===== src/rtl/nand_pipe_ctrl.sv =====
// Pipeline control for the STAGES-deep NAND CPU: destination tracking, RAW stall/forward, branch squash, halt drain.
// Optional feature macro: NAND_FWD_EN (adds fwd_sel_a/fwd_sel_b and forwarding instead of stalling).
module nand_pipe_ctrl #(
    parameter int STAGES = 4,
    parameter int REG_AW = 2
) (
    input  logic                      clk,
    input  logic                      n_rst,
    input  logic                      d_valid,
    input  logic [REG_AW-1:0]         d_src_a,
    input  logic [REG_AW-1:0]         d_src_b,
    input  logic                      d_src_a_used,
    input  logic                      d_src_b_used,
    input  logic [REG_AW-1:0]         d_dst,
    input  logic                      d_wr_en,
    input  logic                      d_is_load,
    input  logic                      d_is_halt,
    input  logic                      br_taken,
    output logic                      stall_f,
    output logic                      bubble_d,
    output logic                      flush,
    output logic                      halt,
    output logic [STAGES-3:0]         stage_valid
`ifdef NAND_FWD_EN
    ,
    output logic [$clog2(STAGES)-1:0] fwd_sel_a,
    output logic [$clog2(STAGES)-1:0] fwd_sel_b
`endif
);

    localparam int NT = STAGES - 2;   // tracker entries, stages 2..STAGES-1
    localparam int NW = STAGES - 3;   // hazard window entries, stages 2..STAGES-2
    localparam int CW = $clog2(STAGES);

    localparam logic [1:0] S_RUN    = 2'd0;
    localparam logic [1:0] S_DRAIN  = 2'd1;
    localparam logic [1:0] S_HALTED = 2'd2;

    logic [NT-1:0]     r_vld;
    logic [REG_AW-1:0] r_dst [NW];
    logic [NW-1:0]     r_wr;
    logic [1:0]        r_state;
    logic [CW-1:0]     r_cnt;

    logic w_hit_a;
    logic w_hit_b;
    logic w_haz;

`ifdef NAND_FWD_EN
    logic          r_ld0;
    logic          w_lu_a;
    logic          w_lu_b;
    logic [CW-1:0] w_sel_a;
    logic [CW-1:0] w_sel_b;
`else
    logic          w_unused;
    assign w_unused = d_is_load;
`endif

    // Scan the window oldest to youngest so the youngest matching producer wins.
    always_comb begin
        w_hit_a = 1'b0;
        w_hit_b = 1'b0;
`ifdef NAND_FWD_EN
        w_lu_a  = 1'b0;
        w_lu_b  = 1'b0;
        w_sel_a = '0;
        w_sel_b = '0;
`endif
        for (int k = NW - 1; k >= 0; k--) begin
            if (r_vld[k] && r_wr[k] && d_src_a_used && (r_dst[k] == d_src_a)) begin
                w_hit_a = 1'b1;
`ifdef NAND_FWD_EN
                w_sel_a = CW'(k + 2);
                w_lu_a  = (k == 0) && r_ld0;
`endif
            end
            if (r_vld[k] && r_wr[k] && d_src_b_used && (r_dst[k] == d_src_b)) begin
                w_hit_b = 1'b1;
`ifdef NAND_FWD_EN
                w_sel_b = CW'(k + 2);
                w_lu_b  = (k == 0) && r_ld0;
`endif
            end
        end
    end

`ifdef NAND_FWD_EN
    assign w_haz     = d_valid && (w_lu_a || w_lu_b);
    assign fwd_sel_a = (w_hit_a && !w_haz) ? w_sel_a : '0;
    assign fwd_sel_b = (w_hit_b && !w_haz) ? w_sel_b : '0;
`else
    assign w_haz     = d_valid && (w_hit_a || w_hit_b);
`endif

    // A taken branch squashes decode and overrides any hazard stall.
    always_comb begin
        stall_f  = 1'b0;
        bubble_d = 1'b0;
        flush    = 1'b0;
        if (n_rst) begin
            if (r_state == S_RUN) begin
                if (br_taken) begin
                    flush    = 1'b1;
                    bubble_d = 1'b1;
                end else begin
                    stall_f  = w_haz;
                    bubble_d = w_haz;
                end
            end else begin
                stall_f  = 1'b1;
                bubble_d = 1'b1;
            end
        end
    end

    assign halt        = (r_state == S_HALTED);
    assign stage_valid = r_vld;

    always_ff @(posedge clk or negedge n_rst) begin
        if (!n_rst) begin
            r_vld   <= '0;
            r_state <= S_RUN;
            r_cnt   <= '0;
        end else begin
            r_vld <= {r_vld[NT-2:0], d_valid & ~bubble_d};
            case (r_state)
                S_RUN: begin
                    if (d_valid && d_is_halt && !stall_f && !flush) begin
                        r_state <= S_DRAIN;
                        r_cnt   <= CW'(STAGES - 2);
                    end
                end
                S_DRAIN: begin
                    r_cnt <= r_cnt - CW'(1);
                    if (r_cnt == CW'(1)) begin
                        r_state <= S_HALTED;
                    end
                end
                S_HALTED: r_state <= S_HALTED;
                default:  r_state <= S_RUN;
            endcase
        end
    end

    // Register payload is qualified by r_vld, so it carries no reset.
    always_ff @(posedge clk) begin
        r_dst[0] <= d_dst;
        r_wr[0]  <= d_wr_en;
        for (int k = 1; k < NW; k++) begin
            r_dst[k] <= r_dst[k-1];
            r_wr[k]  <= r_wr[k-1];
        end
`ifdef NAND_FWD_EN
        r_ld0 <= d_is_load;
`endif
    end

endmodule

===== config.mk =====
export PLATFORM = sky130hd
export DESIGN_NAME = nand_pipe_ctrl
export DESIGN_NICKNAME = d
export VERILOG_FILES = /design/src/rtl/nand_pipe_ctrl.sv
export SDC_FILE = /design/constraint.sdc
export NUM_CORES = 1
export LEC_CHECK = 0
export ABC_CLOCK_PERIOD_IN_PS = 1800
export CORE_MARGIN = 4
export CORE_UTILIZATION = 39
export CTS_CLUSTER_SIZE = 25
export DETAILED_ROUTE_END_ITERATION = 10
export MAX_ROUTING_LAYER = met4
export PLACE_DENSITY = 0.73
export SYNTH_ARGS = -nofsm -noshare
export SYNTH_HDL_FRONTEND = slang
export SYNTH_SLANG_ARGS = --single-unit

===== constraint.sdc =====
create_clock -name clk -period 1.8 [get_ports clk]
set_clock_uncertainty 0.1 [all_clocks]
set_input_delay 0.54 -clock clk [delete_from_list [all_inputs] [get_ports clk]]
set_output_delay 0.54 -clock clk [all_outputs]
set_load 0.05 [all_outputs]

After elaboration in Yosys (flattened, before gate mapping)
Memories as Yosys holds them, arrays and structs flattened.
Index checks and enable logic that the tools add are counted.
{ "totals": {"reg_bits": 7, "ramBits": 2, "input_bits": 15, "memories": 1} }
{ "classes": {"addsub": 1, "n_eq_ne": 7, "n_mux": 16, "bitwise": 2, "n_reduce_logical": 16} }
{ "memory_table": {"columns": ["memory", "depth", "width", "rd", "rd_clocked_by_memory_dff", "write_ports", "line", "text"], "rows": [
  ["r_dst", 1, 2, 1, 0, 1, "40", "logic [REG_AW-1:0] r_dst [NW];"]
]} }
{ "op_table": {"columns": ["op", "count"], "rows": [
  ["1-bit 2-to-1 mux", 11],
  ["1-bit logical AND", 9],
  ["2-bit 2-to-1 mux", 3],
  ["2-bit one-hot mux with 3 select lines", 1],
  ["2-bit by 1-bit equality test with 1-bit output (second input constant)", 2],
  ["2-bit equality test", 2],
  ["2-bit one-hot mux with 2 select lines", 1],
  ["2-bit AND reduction", 2],
  ["2-bit equality test (second input constant)", 1],
  ["1-bit logical NOT", 2],
  ["2-bit logical NOT", 1],
  ["2-bit by 1-bit != test with 1-bit output (second input constant)", 1],
  ["2-bit != test (second input constant)", 1],
  ["2-bit nonzero test", 1],
  ["2-bit by 1-bit subtractor with 2-bit output (second input constant)", 1],
  ["1-bit bitwise AND", 1],
  ["1-bit logical OR", 1],
  ["1-bit NOT", 1]
]} }

Depth between registers and ports, before layout
{ "depth": {"depth_word": 14, "mapped_depth": 7, "ltp_nobuf": 6} }

Worst setup path before layout
Ideal clock, no wire load.
{ "synth_path": {"kind": "register to output", "start": "register r_vld[0], in the netlist stage_valid[0]", "end": "output bubble_d", "arrival_ns": 2.365, "required_ns": 1.160, "path_slack_ns": -1.205, "stages_incl_launch_ff": 5, "n_path_buf": 0, "cell_sequence": "dfrtp_1 -> nand3_1 -> nor3_4 -> o21ai_0 -> a21boi_0"} }
{ "synth_via": {"elab_chain_cells": 9} }
{ "synth_rtl": {"columns": ["element", "line", "text"], "rows": [
  ["from (decl)", "39", "logic [NT-1:0] r_vld;"],
  ["from (signal assigned)", "126", "r_vld <= {r_vld[NT-2:0], d_valid & ~bubble_d};"],
  ["1-bit logical AND (*)", "71, 78", null],
  ["1-bit logical AND (on tied branches) (2 in a row)", "71, 78", null],
  ["1-bit 2-to-1 mux (on tied branches)", "71, 78", null],
  ["1-bit logical OR (*)", "93", "assign w_haz = d_valid && (w_hit_a || w_hit_b);"],
  ["1-bit logical AND (*)", "93", null],
  ["1-bit 2-to-1 mux (*)", "103", "if (br_taken) begin"],
  ["1-bit 2-to-1 mux (*)", "102", "if (r_state == S_RUN) begin"],
  ["1-bit 2-to-1 mux (*)", "101", "if (n_rst) begin"],
  ["to (decl)", "20", "output logic bubble_d,"]
]} }
Every way passes the cells marked *; elsewhere a longest branch is shown, timed or not.

Worst setup path in the final report
{ "layout_path": {"start": "input d_src_a[0]", "end": "output bubble_d"} }
{ "layout_via": {"elab_chain_cells": 8} }
{ "layout_rtl": {"columns": ["element", "line", "text"], "rows": [
  ["from (decl)", "10", "input logic [REG_AW-1:0] d_src_a,"],
  ["2-bit equality test", "71", "if (r_vld[k] && r_wr[k] && d_src_a_used && (r_dst[k] == d_src_a)) begin"],
  ["1-bit logical AND", "71", null],
  ["1-bit 2-to-1 mux", "71", null],
  ["1-bit logical OR", "93", null],
  ["1-bit logical AND", "93", null],
  ["1-bit 2-to-1 mux", "103", null],
  ["1-bit 2-to-1 mux", "102", null],
  ["1-bit 2-to-1 mux", "101", null]
]} }
No other way between the ends.

==> run_results.csv <==
group,metric,value,unit
floorplan,start_util,0.410,
logic_synthesis,synth_edf_count,0,
floorplan,die_y,47.6,µm
final_layout,utilization,0.739,
global_route,use_met1,0.209,
run_status,violations,"setup timing",
final_layout,layout_common_cells,"12 x buf_4, 6 x buf_12, 5 x dfrtp_1",
power,p_leak,0.000498,µW
timing,maxSlewViolCount,0,
final_layout,design_area,0.00110,mm²
setup_path,r2r-end,"r_state[1]$_DFFE_PN0P_",
setup_path,cp.required,1.16,ns
placement,gp_congestion,0.859,
setup_path,crit_type,"in -> out",
setup_path,rr_startpoint,"r_dst[0][0]$_DFF_P_",
route,vias,604,
cts,cts_root_buf,"clkbuf_4",
power,clock_power_share,0.114,
logic_synthesis,async_flop_share,0.667,
worst_hold_path,worstHoldPathType,"in -> async",
final_layout,drive_gt1_frac,0.557,
setup_path,slowest_delay,0.25,ns
route,wl,1670,µm
setup_path,crit_path_start_kind,"input port",
cts,cts.sinks,9,
setup_path,critPathTopFamily,"compound AO/OA/AOI/OAI gates",
setup_path,endpoint_kind,"output port",
logic_synthesis,ys_ff_latch,9,
setup_path,cp.depth,6,
cts,htreeDepth,1,
timing,rsz0062_at_grt,"true",
setup_path,critPathArrivalTime,1.51,ns
timing,hold_violations,0,
logic_synthesis,ys.warnings.count,0,
timing,setup_viol,4,
route,drc,0,
global_route,gr-total-overflow,0,
cts,path_clk_slew,0.07,ns
route,drtPass1Iterations,4,
final_layout,num_antenna_cells,0,
timing,slew-limit-headroom,0.822,
route,drt_iter0_markers,20,
global_route,grtUsageMet2,0.291,
route,routedWlPerCell,14.8,µm
setup_path,crit_fanout,3,
final_layout,area_delta_synth_final,80.3,%
run_status,outcome,"finished with violations",
power,p_comb_frac,0.673,
route,ant_nets,0,
final_layout,num-nets-final,117,
floorplan,core,0.00149,mm²
global_route,grt_pass1_wl,2680,µm
timing,period_share,1.20,
timing,min_period,2.15,ns
job,drv_cap,0,
power,switching_power,573,µW
floorplan,die_area,0.00226,mm²
logic_synthesis,synth_area,611,µm²
power,p_per_area,1270,mW/mm²
timing,tightest_slew,0.266,ns
logic_synthesis,syn_inst,62,
logic_synthesis,ys.flop_type,"dfrtp_1",
route,viasPerCell,5.35,
setup_path,crit_chain,"buf_6, xor2_2, nor3_4, o21ai_2, a21boi_4, buf_12",
global_route,busiest_layer,"met2",
global_route,grt_usage,0.173,
logic_synthesis,ys_seq_area_frac,0.344,
logic_synthesis,syn_area_per_cell,9.85,µm²
cts,cts_tree,"done",
setup_path,path_buf_inv,2,
power,vdd_drop_max,1090,µV
cts,cts_buffer_depth,2,
floorplan,dieWidth,47.6,µm
power,p_seq_frac,0.214,
placement,hpwl,1210,µm
timing,max_freq,0.465,GHz
setup_path,r2r_cells,6,
placement,port-buffer-count,19,
setup_path,ff2ff_setup_slack,0.10,ns
cts,clkLatencyLatePin,0.26,ns
timing,fin_ws,-0.351,ns
cts,cts_buffers,3,
global_route,use_met3,0.0226,
global_route,grt_max_degree,9,
final_layout,layout_commonest_cell,"buf_4",
power,p_sw_frac,0.409,
placement,place_area,990,µm²
power,p_int,829,µW
global_route,grt_pass1_vias,639,
setup_path,slowest_stage,"nor3_4",
floorplan,num_rows,14,
logic_synthesis,syn-num-nets,81,
logic_synthesis,synth.distinct_cells,35,
floorplan,io_pins,21,
global_route,antenna_found_initial,0,
==> kinds of logic after synthesis <==
family	synth area share
AO/OA/AOI/OAI	0.213
AND/OR/NAND/NOR	0.246
adder cells (fa/ha/maj)	0.0820
flip-flops	0.344
XOR/XNOR	0.0574
multiplexers	0.0184
buffers and inverters	0.0389
==> state kept, by name (all words and copies together), names as in the netlist <==
| register | count |
|---|---|
| r_cnt | 2 |
| r_dst | 2 |
| r_state | 2 |
| stage_valid | 2 |
| r_wr | 1 |
==> through the flow <==
stage | hold WS [ns] | setup TNS, ns | total power (µW) | cells | setup WS (ns)
final | 0.312 | -0.890 | 1400 | 113 | -0.351
after global routing | 0.322 | -1.07 | 1490 | 113 | -0.404
after CTS | 0.306 | -0.838 | 1360 | 113 | -0.346
after detailed placement | 0.329 | -4.05 | 1110 | 105 | -0.636
after global placement | 0.331 | -3.99 | 1100 | 105 | -0.616
after floorplan | 0.144 | -0.656 | 801 | 62 | -0.328
==> cell usage after synthesis, types with 2 or more instances <==
cell / instances / share of area
xor2_1: 4 / 0.057
o21ai_0: 3 / 0.025
nor3_4: 2 / 0.053
o211ai_1: 2 / 0.025
a21boi_0: 3 / 0.037
dfxtp_1: 3 / 0.098
inv_1: 4 / 0.025
nor2b_1: 3 / 0.031
nand3_1: 3 / 0.025
nand3b_1: 2 / 0.025
ha_1: 4 / 0.082
dfrtp_1: 6 / 0.25
==> per-layer routing <==
| metal | vias up | part of all wire |
|---|---|---|
| li1 | 301 | - |
| met1 | 290 | 0.44 |
| met2 | 11 | 0.51 |
| met3 | 2 | 0.037 |
| met4 | 0 | 0.0060 |
| met5 | - | 0 |
==> worst register-to-register path: cells and delay by family, from the launching register on <==
kind | cells | cell delay, ns
xor gates and xnor gates | 1 | 0.16
buffers and inverters | 2 | 0.29
DFF | 1 | 0.36
and+or+nand+nor | 3 | 0.68
==> layout make-up <==
type	instances	area, µm²
Timing Repair Buffer	33	349
Multi-Input combinational cell	47	473
Clock buffer	3	22.5
Clock inverter	1	5.00
Tap cell	16	20.0
Inverter	4	15.0
Sequential cell	9	216
Fill cell	104	388
==> timing repair <==
item,CTS,global route
hold endpoints to repair,0,0
resized for setup,38,9
hold buffers,0,0
setup buffers,4,1
pin swaps,6,11
setup endpoints to repair,9,7
==> power by group through the flow <==
stage / clock network (µW) / registers [µW] / logic, µW
after global routing: 176 / 303 / 1010
after detailed placement: 0 / 298 / 817
after global placement: 0 / 296 / 804
after floorplan: 0 / 315 / 486
after CTS: 161 / 297 / 900
final: 159 / 299 / 943
==> worst max path at each step <==
stage                              startpoint       end  slack [ns]
after CTS                 r_dst[0][0]$_DFF_P_   stall_f       -0.35
after detailed placement           d_src_a[0]   stall_f       -0.64
after global placement             d_src_a[0]   stall_f       -0.62
after floorplan                    d_src_b[1]  bubble_d       -0.33
final                              d_src_a[0]  bubble_d       -0.35
after global routing               d_src_a[0]  bubble_d       -0.40
Power figures use the tool's default switching activity.
